<file path="src/rtl/wb_mux_wdt.sv">
// Single-master, N-slave Wishbone classic decoder/multiplexer.
// A registered slave select routes one transfer at a time. Unmapped accesses and
// transfers that hang past the watchdog limit are terminated with err, and the
// faulting address is logged.
module wb_mux_wdt #(
    parameter int unsigned                  NUM_SLAVES = 9,
    parameter logic [32*NUM_SLAVES-1:0]     MATCH_ADDR = {NUM_SLAVES{32'h0}},
    parameter logic [32*NUM_SLAVES-1:0]     MATCH_MASK = {NUM_SLAVES{32'h0}},
    parameter int unsigned                  TIMEOUT    = 255
) (
    input  logic                        wb_clk_i,
    input  logic                        wb_rst_i,
    // master request
    input  logic [31:0]                 wbm_adr_i,
    input  logic [31:0]                 wbm_dat_i,
    input  logic [3:0]                  wbm_sel_i,
    input  logic                        wbm_we_i,
    input  logic                        wbm_cyc_i,
    input  logic                        wbm_stb_i,
    input  logic [2:0]                  wbm_cti_i,
    input  logic [1:0]                  wbm_bte_i,
    // master response
    output logic [31:0]                 wbm_dat_o,
    output logic                        wbm_ack_o,
    output logic                        wbm_err_o,
    output logic                        wbm_rty_o,
    // slave requests
    output logic [32*NUM_SLAVES-1:0]    wbs_adr_o,
    output logic [32*NUM_SLAVES-1:0]    wbs_dat_o,
    output logic [4*NUM_SLAVES-1:0]     wbs_sel_o,
    output logic [NUM_SLAVES-1:0]       wbs_we_o,
    output logic [NUM_SLAVES-1:0]       wbs_cyc_o,
    output logic [NUM_SLAVES-1:0]       wbs_stb_o,
    output logic [3*NUM_SLAVES-1:0]     wbs_cti_o,
    output logic [2*NUM_SLAVES-1:0]     wbs_bte_o,
    // slave responses
    input  logic [32*NUM_SLAVES-1:0]    wbs_dat_i,
    input  logic [NUM_SLAVES-1:0]       wbs_ack_i,
    input  logic [NUM_SLAVES-1:0]       wbs_err_i,
    input  logic [NUM_SLAVES-1:0]       wbs_rty_i,
    // error reporting
    output logic                        timeout_o,
    output logic [31:0]                 err_adr_o,
    output logic [7:0]                  err_cnt_o
);

    typedef enum logic [1:0] {
        S_IDLE,
        S_ACTIVE,
        S_DECERR,
        S_TOERR
    } state_t;

    localparam bit          P_WDT_EN  = (TIMEOUT != 0);
    localparam logic [15:0] P_TO_LAST = 16'(TIMEOUT - 1);

    state_t      r_state;
    logic [4:0]  r_sel;
    logic [15:0] r_cnt;
    logic [31:0] r_adr;
    logic [31:0] r_err_adr;
    logic [7:0]  r_err_cnt;

    logic        w_hit;
    logic [4:0]  w_idx;
    logic        w_active;
    logic        w_s_ack;
    logic        w_s_err;
    logic        w_s_rty;
    logic        w_s_resp;
    logic [31:0] w_s_dat;

    // Request fields are broadcast unregistered to every slave slice.
    assign wbs_adr_o = {NUM_SLAVES{wbm_adr_i}};
    assign wbs_dat_o = {NUM_SLAVES{wbm_dat_i}};
    assign wbs_sel_o = {NUM_SLAVES{wbm_sel_i}};
    assign wbs_we_o  = {NUM_SLAVES{wbm_we_i}};
    assign wbs_cti_o = {NUM_SLAVES{wbm_cti_i}};
    assign wbs_bte_o = {NUM_SLAVES{wbm_bte_i}};

    assign w_active = (r_state == S_ACTIVE);

    // Address decode; scanning from the top down leaves the lowest matching index.
    always_comb begin
        w_hit = 1'b0;
        w_idx = '0;
        for (int unsigned i = NUM_SLAVES; i > 0; i--) begin
            if ((wbm_adr_i & MATCH_MASK[32*(i-1) +: 32]) == MATCH_ADDR[32*(i-1) +: 32]) begin
                w_hit = 1'b1;
                w_idx = 5'(i - 1);
            end
        end
    end

    // Pick the response lines of the latched slave; all others are ignored.
    always_comb begin
        w_s_ack = 1'b0;
        w_s_err = 1'b0;
        w_s_rty = 1'b0;
        w_s_dat = '0;
        for (int unsigned i = 0; i < NUM_SLAVES; i++) begin
            if (r_sel == 5'(i)) begin
                w_s_ack = wbs_ack_i[i];
                w_s_err = wbs_err_i[i];
                w_s_rty = wbs_rty_i[i];
                w_s_dat = wbs_dat_i[32*i +: 32];
            end
        end
    end

    assign w_s_resp = w_s_ack | w_s_err | w_s_rty;

    // Only the selected slave sees cyc/stb, and only while a transfer is active.
    always_comb begin
        wbs_cyc_o = '0;
        wbs_stb_o = '0;
        if (w_active) begin
            for (int unsigned i = 0; i < NUM_SLAVES; i++) begin
                if (r_sel == 5'(i)) begin
                    wbs_cyc_o[i] = wbm_cyc_i;
                    wbs_stb_o[i] = wbm_cyc_i & wbm_stb_i;
                end
            end
        end
    end

    assign wbm_ack_o = w_active & w_s_ack;
    assign wbm_rty_o = w_active & w_s_rty;
    assign wbm_err_o = (w_active & w_s_err) | (r_state == S_DECERR) | (r_state == S_TOERR);
    assign wbm_dat_o = w_active ? w_s_dat : '0;
    assign timeout_o = (r_state == S_TOERR);
    assign err_adr_o = r_err_adr;
    assign err_cnt_o = r_err_cnt;

    // Transfer FSM with watchdog and error logging.
    // The error address/count are loaded on the transition into DECERR/TOERR so
    // they are already valid during the err cycle.
    always_ff @(posedge wb_clk_i or posedge wb_rst_i) begin
        if (wb_rst_i) begin
            r_state   <= S_IDLE;
            r_sel     <= '0;
            r_cnt     <= '0;
            r_adr     <= '0;
            r_err_adr <= '0;
            r_err_cnt <= '0;
        end else begin
            case (r_state)
                S_IDLE: begin
                    if (wbm_cyc_i && wbm_stb_i) begin
                        r_adr <= wbm_adr_i;
                        if (w_hit) begin
                            r_sel   <= w_idx;
                            r_cnt   <= '0;
                            r_state <= S_ACTIVE;
                        end else begin
                            r_err_adr <= wbm_adr_i;
                            if (r_err_cnt != 8'hFF) begin
                                r_err_cnt <= r_err_cnt + 8'd1;
                            end
                            r_state <= S_DECERR;
                        end
                    end
                end
                S_ACTIVE: begin
                    if (!wbm_cyc_i || w_s_resp) begin
                        r_state <= S_IDLE;
                    end else if (P_WDT_EN && (r_cnt == P_TO_LAST)) begin
                        r_err_adr <= r_adr;
                        if (r_err_cnt != 8'hFF) begin
                            r_err_cnt <= r_err_cnt + 8'd1;
                        end
                        r_state <= S_TOERR;
                    end else begin
                        r_cnt <= r_cnt + 16'd1;
                    end
                end
                S_DECERR: r_state <= S_IDLE;
                S_TOERR:  r_state <= S_IDLE;
                default:  r_state <= S_IDLE;
            endcase
        end
    end

endmodule

</file>
<file path="config.mk">
export PLATFORM = sky130hd
export DESIGN_NAME = wb_mux_wdt
export DESIGN_NICKNAME = d
export VERILOG_FILES = /design/src/rtl/wb_mux_wdt.sv
export SDC_FILE = /design/constraint.sdc
export NUM_CORES = 1
export LEC_CHECK = 0
export ABC_AREA = 0
export BUFFER_PORTS_ARGS = -buffer_cell sky130_fd_sc_hd__buf_2
export CAP_MARGIN = 20
export CORE_AREA = 2 2 456 458
export DETAILED_ROUTE_END_ITERATION = 7
export DIE_AREA = 0 0 458 460
export PLACE_DENSITY = 0.32
export SYNTH_ARGS = -nofsm -noshare
export SYNTH_HDL_FRONTEND = slang
export SYNTH_SLANG_ARGS = --single-unit
export TNS_END_PERCENT = 5
</file>
<file path="constraint.sdc">
create_clock -name wb_clk_i -period 2.8 [get_ports wb_clk_i]
set_input_delay 0.42 -clock wb_clk_i [delete_from_list [all_inputs] [get_ports wb_clk_i]]
set_output_delay 0.42 -clock wb_clk_i [all_outputs]
set_load 0.02 [all_outputs]
</file>
* After elaboration in Yosys (flattened, before gate mapping) *
Cells that the tools add are included.
W data, S select, Z words.

storage, ports and cells
  flip-flop bits (word level) = 90

operators by class
  add/sub/neg operators = 2
  equality and inequality tests = 9
  mux-type cells = 11
  bitwise gates (word level) = 9
  reductions and logical operators = 11

operators by type and width
  operator                 count
  $mux W16                 3
  $mux W32                 1
  $pmux W16 S2             1
  $add A16 B1 Y16 const B  1
  $eq A16 B8 Y1 const B    1
  $add A8 B1 Y8 const B    1
  $ne A8 B8 Y1 const B     1
  $reduce_and A4 Y1        2
  $mux W2                  3
  $ne A2 B2 Y1 const B     3
  $pmux W2 S3              1
  $and A1 B1 Y1            4
  $eq A2 B2 Y1 const B     2
  $or A1 B1 Y1             4
  $reduce_and A2 Y1        2
  $ne A3 B1 Y1 const B     1
  $reduce_and A3 Y1        1
  $eq A2 B1 Y1 const B     1
  $logic_not A2 Y1         1
  $mux W1                  2
  $reduce_bool A2 Y1       1
  $reduce_or A2 Y1         1
  $logic_and A1 B1 Y1      1
  $logic_not A1 Y1         1
  other kinds (2)          2

* Logic depth before layout (Yosys ltp) *
Gate-level depths: netlist of run 1.

  word-level depth = 5
  depth in mapped cells = 8
  mapped depth without buffers = 6

* Least setup slack after synthesis of run 1 *
No wires, ideal clock.

  kind = flip-flop to flip-flop
  from = reg r_cnt[0]
  to = reg r_err_adr[0] (netlist: err_adr_o[0])
  library setup time = 0.125 ns
  arrival time = 2.345 ns
  setup slack = 0.330 ns
  cell stages (with the launch flop) = 9
  path buffers = 2
  path through = dfrtp_1 > inv_1 > ha_1 > or4b_4 > or4_4 > buf_6 > nor2_4 > buf_4 > mux2_2

on the way
  longest elaborated chain between the ends = 2

ends and longest elaborated chain
  element                             line  text
  start, declared                     59    logic [15:0] r_cnt;
  start signal, assigned              174   r_cnt <= r_cnt + 16'd1;
  $eq A16 B8 Y1                       167   end else if (P_WDT_EN && (r_cnt == P_TO_LAST)) begin
  $reduce_and A3 Y1 (no source line)  n/a
  end signal, assigned                156   r_err_adr <= wbm_adr_i;
  end signal, assigned                168   r_err_adr <= r_adr;
  end, declared                       61    logic [31:0] r_err_adr;

Every way passes these cells.
A chain may end at the register's enable or synchronous reset.

* Worst setup path in the final report of run 1 *
  from = reg r_cnt[0]
  to = reg r_err_adr[7] (netlist: err_adr_o[7])

Same word-level chain as after synthesis.

==> impl_metrics.csv, run 1 <==
group,metric,value,unit
floorplan,die-area,0.211,sq mm
detailed_routing,firstDrtPassIters,4,
placement,dp.cells,3488,
global_routing,antenna_found_initial,15,
logic_synthesis,syn_inst,1013,
sta,fmax,0.373,GHz
floorplan,fp-row-count,167,
placement,io_buffers,436,
sta,period_needed,2.68,ns
logic_synthesis,yosysSeqAreaShare,24.4,%
layout,final_cell_mix,"436 x buf_2, 90 x dfrtp_1, 67 x mux2_2",
sta,clock_skew,0.0116,ns
power,power.density,371,mW/mm^2
setup_path,worstSetupPathType,"register to register",
clock_tree,cts.sinks,90,
power,peakVddDrop,0.304,mV
sta,max-slew-margin-rel,60.7,%
floorplan,die_h,460,um
detailed_routing,vias,4915,
clock_tree,clockBufferDepth,2,
setup_path,crit_fanout,13,
detailed_routing,dr.first_iter.drc_count,190,
global_routing,grt_pass1_vias,4329,
floorplan,dieWidth,458,um
setup_path,crit_required,3.09,ns
detailed_routing,drt-vias-per-instance,1.40,
clock_tree,cts_hold_buf,0,
logic_synthesis,synth_seq_cells,90,
setup_path,crit_path_frequent_cell,"buf_12",
setup_path,ff2ff_path_depth,8,
sta,rsz0062_at_grt,"no",
logic_synthesis,synth_area,0.00925,sq mm
global_routing,track_usage,3.65,%
clock_tree,cts.clk_slew.worst_paths,0.08,ns
setup_path,start_kind,"register",
detailed_routing,drc,0,
setup_path,rr_endpoint,"err_adr_o[7]",
logic_synthesis,synth.distinct_cells,36,
clock_tree,h-tree-depth,3,
layout,syn2layout_area_growth,10.5,%
sta,fin_tns_setup,0,ns
setup_path,ff2ff_setup_slack,0.12,ns
sta,worstMarginPinSlew,0.589,ns
layout,nets,1194,
hold_path,hp-class,"primary input to asynchronous set/reset pin",
detailed_routing,routed_wl,40900,um
outcome,outcome,"finished, final reports clean",
sta,setup_violations,0,
power,total_power,0.00379,W
setup_path,cp.arrival,2.97,ns
floorplan,pin_count,1153,
global_routing,grt_max_degree,49,
global_routing,overflow,0,
logic_synthesis,postSynthAreaPerCell,9.13,sq um
placement,post-dp-hpwl,34900,um
setup_path,critical-path-slowest-cell,"or4_4",
global_routing,grt_pass1_wl,48600,um
clock_tree,cts_root_buffer,"clkbuf_16",
detailed_routing,routedWlPerCell,11.6,um
sta,hold_viol_final,0,
clock_tree,clk_latency,0.41,ns
layout,drive_gt1_share,69.2,%
setup_path,critical_path.cell_chain,"inv_1, ha_1, or4b_4, or4_4, nor2_4, buf_12, buf_12, mux2_2",
floorplan,initial_core_util,4.49,%
layout,final_common_cell,"buf_2",
power,p_leak,4.06,nW
layout,finalNonFillerCells,3509,
clock_tree,cts_tree,"yes",
detailed_routing,ant_nets,0,
logic_synthesis,yosys_warnings,0,
setup_path,reg2reg_from,"r_cnt[0]",
setup_path,cp-end-kind,"register",
floorplan,core,0.206,sq mm
sta,finalCritPeriodShare,95.7,%
job,drv_cap,0,
clock_tree,cts_buffers,9,
sta,slew_viol_final,0,
placement,place_congestion,0.632,
setup_path,slowest_delay,0.54,ns
[where the power goes]
| group | switching [W] | leakage, nW | internal (W) | total (W) |
|---|---|---|---|---|
| clock | 0.000692 | 0.153 | 0.000710 | 0.00140 |
| combinational | 0.000654 | 2.72 | 0.000295 | 0.000949 |
| sequential | 0.0000446 | 1.18 | 0.00139 | 0.00143 |
[stage by stage]
step | hold WS [ns] | util (%) | setup WS [ns] | instance area (sq um)
after global placement | 0.481 | 4.78 | 0.0852 | 9840
final | 0.0781 | 4.96 | 0.121 | 10200
after CTS | 0.0789 | 4.93 | 0.0463 | 10100
after detailed placement | 0.477 | 4.78 | 0.0740 | 9840
after floorplan | 0.450 | - | 0.0447 | 9300
after global routing | 0.0981 | 4.96 | 0.0166 | 10200
[per-layer routing]
metal  GRT usage (%)  vias up  share of wire, %
li1                -     2114                 -
met1            3.05     2242                29
met2            6.07      406                49
met3            2.54      153                15
met4            2.67        0               6.7
met5               0        -                 0
[state kept, by name, summed over array words and instances (netlist names)]
signal / cells
r_cnt: 16
err_adr_o: 32
r_adr: 32
err_cnt_o: 8
r_state: 2
[worst max path at each step]
stage,startpoint,endpoint,cells past startpoint
final,r_cnt[0],err_adr_o[7],8
after global routing,r_cnt[0],err_adr_o[26],8
after CTS,r_cnt[0],err_adr_o[26],7
after detailed placement,r_cnt[0],err_adr_o[26],7
after global placement,r_cnt[0],err_adr_o[12],7
after floorplan,wb_rst_i,err_adr_o[0],1
[cell usage after synthesis (all sizes together)]
cell	instances	area [sq um]
nor2	9	41.3
and3	7	43.8
a21o	5	37.5
clkbuf	12	45.0
a21oi	3	15.0
nand4	7	43.8
and2	37	231
a31oi	21	131
nand3b	1	7.51
mux2	67	754
buf	689	5190
nor4b	2	30.0
nand2b	7	43.8
xor2	6	52.6
or2	1	6.26
nor2b	1	6.26
a41oi	3	26.3
or4	2	18.8
inv	6	22.5
ha	3	37.5
or4b	1	13.8
conb	1	3.75
dfrtp	90	2250
nand2	4	15.0
o21a	1	7.51
nor3	7	40.0
or3	1	6.26
o21ai	4	20.0
nor4	6	56.3
nand3	8	40.0
o211ai	1	7.51
[worst max-delay path: cells and delay by family, from the launching register on]
kind / cells / cell delay, ns
AND/OR/NAND/NOR: 3 / 1.20
buffers and inverters: 3 / 0.41
flip-flops: 1 / 0.41
multiplexers: 1 / 0.36
adder cells (fa/ha/maj): 1 / 0.16
[what timing repair did]
item,in CTS,in global routing
buffers inserted,0,1
setup endpoints to repair,0,6
gates resized for setup,0,1
[cell families (layout without fill, tap and decap cells)]
kind of cell | after synthesis | count (layout) | synth area share [%]
compound gates | 38 | 38 | 2.65
xor+xnor | 6 | 6 | 0.568
fa+ha+maj | 3 | 3 | 0.406
buf+inv | 707 | 482 | 56.8
flops | 90 | 90 | 24.4
mux | 67 | 67 | 8.16
other cells | 1 | 18 | 0.0406
simple gates | 101 | 101 | 6.97
[layout make-up]
cell class / count / area, sq um
multi-input cells: 231 / 1800
fillers: 24353 / 196000
repair buffers: 460 / 2440
inverters: 6 / 27.5
well taps: 2704 / 3380
clock buffers: 9 / 225
clock inverters: 7 / 81.3
flip-flops and latches: 90 / 2250
diodes: 2 / 5.00
Power figures use the tool's default switching activity.
==> run 2, diff against run 1 <==
Settings changed: REMOVE_ABC_BUFFERS set to 1.
==> impl_metrics.csv, run 2 (synthesis results as in run 1) <==
group,metric,value,unit
clock_tree,cts.sinks,90,
setup_path,ff2ff_setup_slack,0.16,ns
layout,finalNonFillerCells,3509,
setup_path,start_kind,"register",
layout,syn2layout_area_growth,9.76,%
sta,slew_viol_final,0,
clock_tree,cts_resized,0,
sta,finalCritPeriodShare,94.3,%
layout,postLayoutCellArea,0.0101,sq mm
power,power.density,373,mW/mm^2
clock_tree,clockBufferDepth,2,
floorplan,die-area,0.211,sq mm
setup_path,worstSetupStartpoint,"r_cnt[0]",
layout,nets,1188,
sta,rsz0062_at_grt,"no",
sta,hold_viol_final,0,
clock_tree,cts_tree,"yes",
placement,dp.cells,3484,
sta,fmax,0.379,GHz
detailed_routing,routedWlPerCell,19.9,um
placement,place_congestion,0.696,
detailed_routing,dr.first_iter.drc_count,271,
clock_tree,clk_latency,0.41,ns
floorplan,fp-row-count,167,
sta,period_needed,2.64,ns
placement,post-dp-hpwl,60600,um
setup_path,cp.arrival,2.95,ns
sta,fin_tns_setup,0,ns
sta,clock_skew,0.0252,ns
power,peakVddDrop,0.259,mV
floorplan,initial_core_util,4.49,%
outcome,outcome,"finished, final reports clean",
placement,io_buffers,436,
setup_path,crit_required,3.10,ns
detailed_routing,ant_nets,0,
power,total_power,0.00378,W
setup_path,cp-end-kind,"register",
sta,setup_violations,0,
global_routing,antenna_found_initial,13,
clock_tree,h-tree-depth,3,
detailed_routing,routed_wl,69700,um
job,drv_cap,0,
setup_path,endpoint,"err_cnt_o[1]",
setup_path,critical-path-slowest-cell,"or4_4",
clock_tree,cts_buffers,9,
clock_tree,cts_root_buffer,"clkbuf_16",
global_routing,track_usage,6.37,%
global_routing,overflow,0,
layout,final_common_cell,"buf_2",
setup_path,worstSetupPathType,"register to register",
detailed_routing,drc,0,
setup_path,ff2ff_path_depth,7,
setup_path,critical_path.cell_chain,"inv_1, ha_1, or4b_4, or4_4, buf_4, nor3_2, mux2_2",
global_routing,grt_max_degree,45,
layout,final_cell_mix,"436 x buf_2, 90 x dfrtp_1, 67 x mux2_2",
setup_path,reg2reg_from,"r_cnt[0]",
hold_path,hp-class,"primary input to register",
detailed_routing,drt-vias-per-instance,1.53,
floorplan,dieWidth,458,um
clock_tree,cts.clk_slew.worst_paths,0.09,ns
floorplan,pin_count,1153,
placement,placed_cell_area,0.00981,sq mm
setup_path,rr_endpoint,"err_cnt_o[1]",
detailed_routing,vias,5358,
global_routing,grt_pass1_vias,4683,
setup_path,crit_fanout,14,
sta,timing.hold.ws,0.337,ns
floorplan,core,0.206,sq mm
floorplan,die_h,460,um
power,p_leak,4.01,nW
detailed_routing,firstDrtPassIters,6,
setup_path,slowest_delay,0.59,ns
global_routing,grt_pass1_wl,81000,um
layout,drive_gt1_share,68.8,%
## run 2: cell types whose count changed in the layout (fill, tap and decap cells not counted), sizes merged
| cell | delta |
|---|---|
| buf | -6 |
| clkinvlp | +2 |
| diode | +6 |
| dlygate4sd3 | +1 |
| inv | -3 |
## run 2: area by class of cell
cell class              instances  area, sq um
inverters                       6         25.0
repair buffers                454         2360
diodes                          8         20.0
flip-flops and latches         90         2250
well taps                    2704         3380
clock buffers                  10          229
multi-input cells             231         1810
fillers                     24393       196000
clock inverters                 6         73.8
## run 2: power by group
part,internal (W),switching [W]
combinational,0.000294,0.000670
sequential,0.00139,0.0000452
clock,0.000704,0.000678
total,0.00239,0.00139
## run 2: routing by layer
metal	part of all wire, %	global-route usage [%]	wire length [um]
met5	0.65	1.47	451
met1	20	3.55	14000
met3	29	8.69	20400
met2	47	10.4	32900
met4	2.8	2.54	1930
## run 2: how the worst min path moves through the flow
stage | cells after the start | to | slack (ns) | startpoint
2_1_floorplan | 1 | r_cnt[7] | 0.45 | r_cnt[7]
3_3_place_gp | 2 | err_adr_o[24] | 0.47 | wb_rst_i
3_5_place_dp | 2 | err_adr_o[24] | 0.47 | wb_rst_i
4_1_cts | 2 | r_adr[18] | 0.28 | wbm_adr_i[18]
5_1_grt | 2 | r_adr[18] | 0.31 | wbm_adr_i[18]
6_report | 2 | r_adr[18] | 0.34 | wbm_adr_i[18]
## run 2: repair_timing
action | CTS | global route
hold buffers | 1 | 0
buffers inserted | 0 | 0
setup endpoints to repair | 0 | 0
hold endpoints to repair | 6 | 0
## run 2: stage by stage
step / util (%) / setup WS (ns)
2_1_floorplan: - / -0.790
3_3_place_gp: 4.76 / 0.141
3_5_place_dp: 4.76 / 0.124
4_1_cts: 4.92 / 0.114
5_1_grt: 4.92 / 0.0599
6_report: 4.93 / 0.159
## run 2: worst max-delay path, delay by kind of cell (launching register included)
family,cells,cell delay (ns)
AND/OR/NAND/NOR,3,1.29
multiplexers,1,0.36
buffers and inverters,2,0.33
flip-flops,1,0.42
adder cells (fa/ha/maj),1,0.15
==> run 3, diff against run 2 <==
Settings changed: SKIP_CTS_REPAIR_TIMING set to 1.
Clock period 2.8 ns to 2.3 ns, I/O delays scaled along.
==> impl_metrics.csv, run 3 (synthesis results as in run 1) <==
group,metric,value,unit
floorplan,dieWidth,458,um
placement,post-dp-hpwl,60600,um
setup_path,critPathBufInv,3,
setup_path,crit_required,2.58,ns
clock_tree,cts_tree,"yes",
clock_tree,clockBufferDepth,2,
sta,hold_viol_final,0,
clock_tree,cts_buffers,9,
sta,period_needed,2.54,ns
setup_path,cp-end-kind,"register",
hold_path,holdPathStages,2,
setup_path,crit_fanout,6,
floorplan,initial_core_util,4.49,%
sta,setup_violations,51,
sta,clock_skew,0.0166,ns
layout,final_cell_mix,"435 x buf_2, 90 x dfrtp_1, 48 x mux2_2",
layout,multi_input_area,0.00193,sq mm
sta,rsz0062_at_grt,"yes",
setup_path,worstSetupPathType,"register to register",
setup_path,worstSetupStartpoint,"r_cnt[0]",
setup_path,crit_family,"simple AND/OR/NAND/NOR gates",
global_routing,grt_max_degree,47,
setup_path,critical_path.cell_chain,"inv_2, ha_4, or4b_4, or4_4, nor2_4, buf_12, clkbuf_16, mux2_2",
clock_tree,h-tree-depth,3,
sta,worst_slack,-0.238,ns
outcome,outcome,"finished, violations left",
placement,io_buffers,436,
power,peakVddDrop,0.338,mV
placement,dp.cells,3496,
setup_path,cp.arrival,2.82,ns
layout,syn2layout_area_growth,13.5,%
global_routing,grt_pass1_wl,80800,um
sta,fin_tns_setup,-7.56,ns
setup_path,critical-path-slowest-cell,"or4_4",
hold_path,min-delay-start,"wbm_adr_i[23]",
floorplan,core,0.206,sq mm
setup_path,reg2reg_from,"r_cnt[0]",
outcome,violations,"setup timing",
clock_tree,cts.sinks,90,
setup_path,slowest_delay,0.49,ns
hold_path,hp-class,"primary input to register",
detailed_routing,drt-vias-per-instance,1.53,
layout,nets,1206,
detailed_routing,ant_nets,0,
floorplan,fp-row-count,167,
global_routing,track_usage,6.35,%
placement,place_congestion,0.674,
setup_path,path_depth,8,
global_routing,overflow,0,
sta,slew_viol_final,0,
layout,regArea,0.00225,sq mm
setup_path,ff2ff_setup_slack,-0.24,ns
job,drv_cap,0,
clock_tree,clk_latency,0.41,ns
floorplan,die_h,460,um
power,power.density,426,mW/mm^2
placement,post-place-ws,-0.355,ns
global_routing,antenna_found_initial,12,
layout,finalNonFillerCells,3525,
detailed_routing,vias,5394,
detailed_routing,routedWlPerCell,20.0,um
sta,timing.hold.ws,0.269,ns
power,total_power,0.00447,W
global_routing,grt_pass1_vias,4700,
floorplan,die-area,0.211,sq mm
detailed_routing,dr.first_iter.drc_count,281,
layout,n_fill_cell,24370,
floorplan,pin_count,1153,
power,p_leak,4.15,nW
detailed_routing,firstDrtPassIters,5,
clock_tree,cts_root_buffer,"clkbuf_16",
setup_path,ff2ff_path_depth,8,
detailed_routing,routed_wl,70600,um
clock_tree,cts.clk_slew.worst_paths,0.08,ns
sta,finalCritPeriodShare,110,%
layout,drive_gt1_share,70.5,%
setup_path,start_kind,"register",
detailed_routing,drc,0,
layout,final_common_cell,"buf_2",
sta,fmax,0.394,GHz
## run 3: cell type report
cell class / instances / area share [%]
Antenna cell: 7 / 0.167
Sequential cell: 90 / 21.5
Timing Repair Buffer: 472 / 24.9
Inverter: 6 / 0.238
Multi-Input combinational cell: 231 / 18.4
Clock buffer: 9 / 2.15
Clock inverter: 6 / 0.405
Tap cell: 2704 / 32.2
## run 3: worst paths after layout
kind / end
min in group asynchronous: err_adr_o[8]
min: r_adr[23]
max in group asynchronous: r_cnt[1]
max reg2reg: err_adr_o[2]
min reg2reg: err_adr_o[15]
max: err_adr_o[2]
## run 3: where the power goes
part           internal, W  total, W  leakage [nW]  switching [W]
Clock             0.000728   0.00152         0.128       0.000792
Sequential         0.00169   0.00175          1.18      0.0000566
Combinational     0.000377   0.00121          2.83       0.000828
## run 3: routing by layer
metal	GRT usage, %	share of wire, %	vias to the layer above
li1	-	-	2142
met1	3.63	21	2354
met2	10.3	47	809
met3	8.68	29	81
met4	2.43	3.2	8
met5	1.42	0.67	-
## run 3: per-stage QoR
| step | instance area (sq um) | util (%) |
|---|---|---|
| 5_1_grt | 10500 | 5.09 |
| 3_5_place_dp | 9940 | 4.83 |
| 4_1_cts | 10200 | 4.96 |
| 2_1_floorplan | 4070 | - |
| 6_report | 10500 | 5.09 |
| 3_3_place_gp | 9940 | 4.83 |
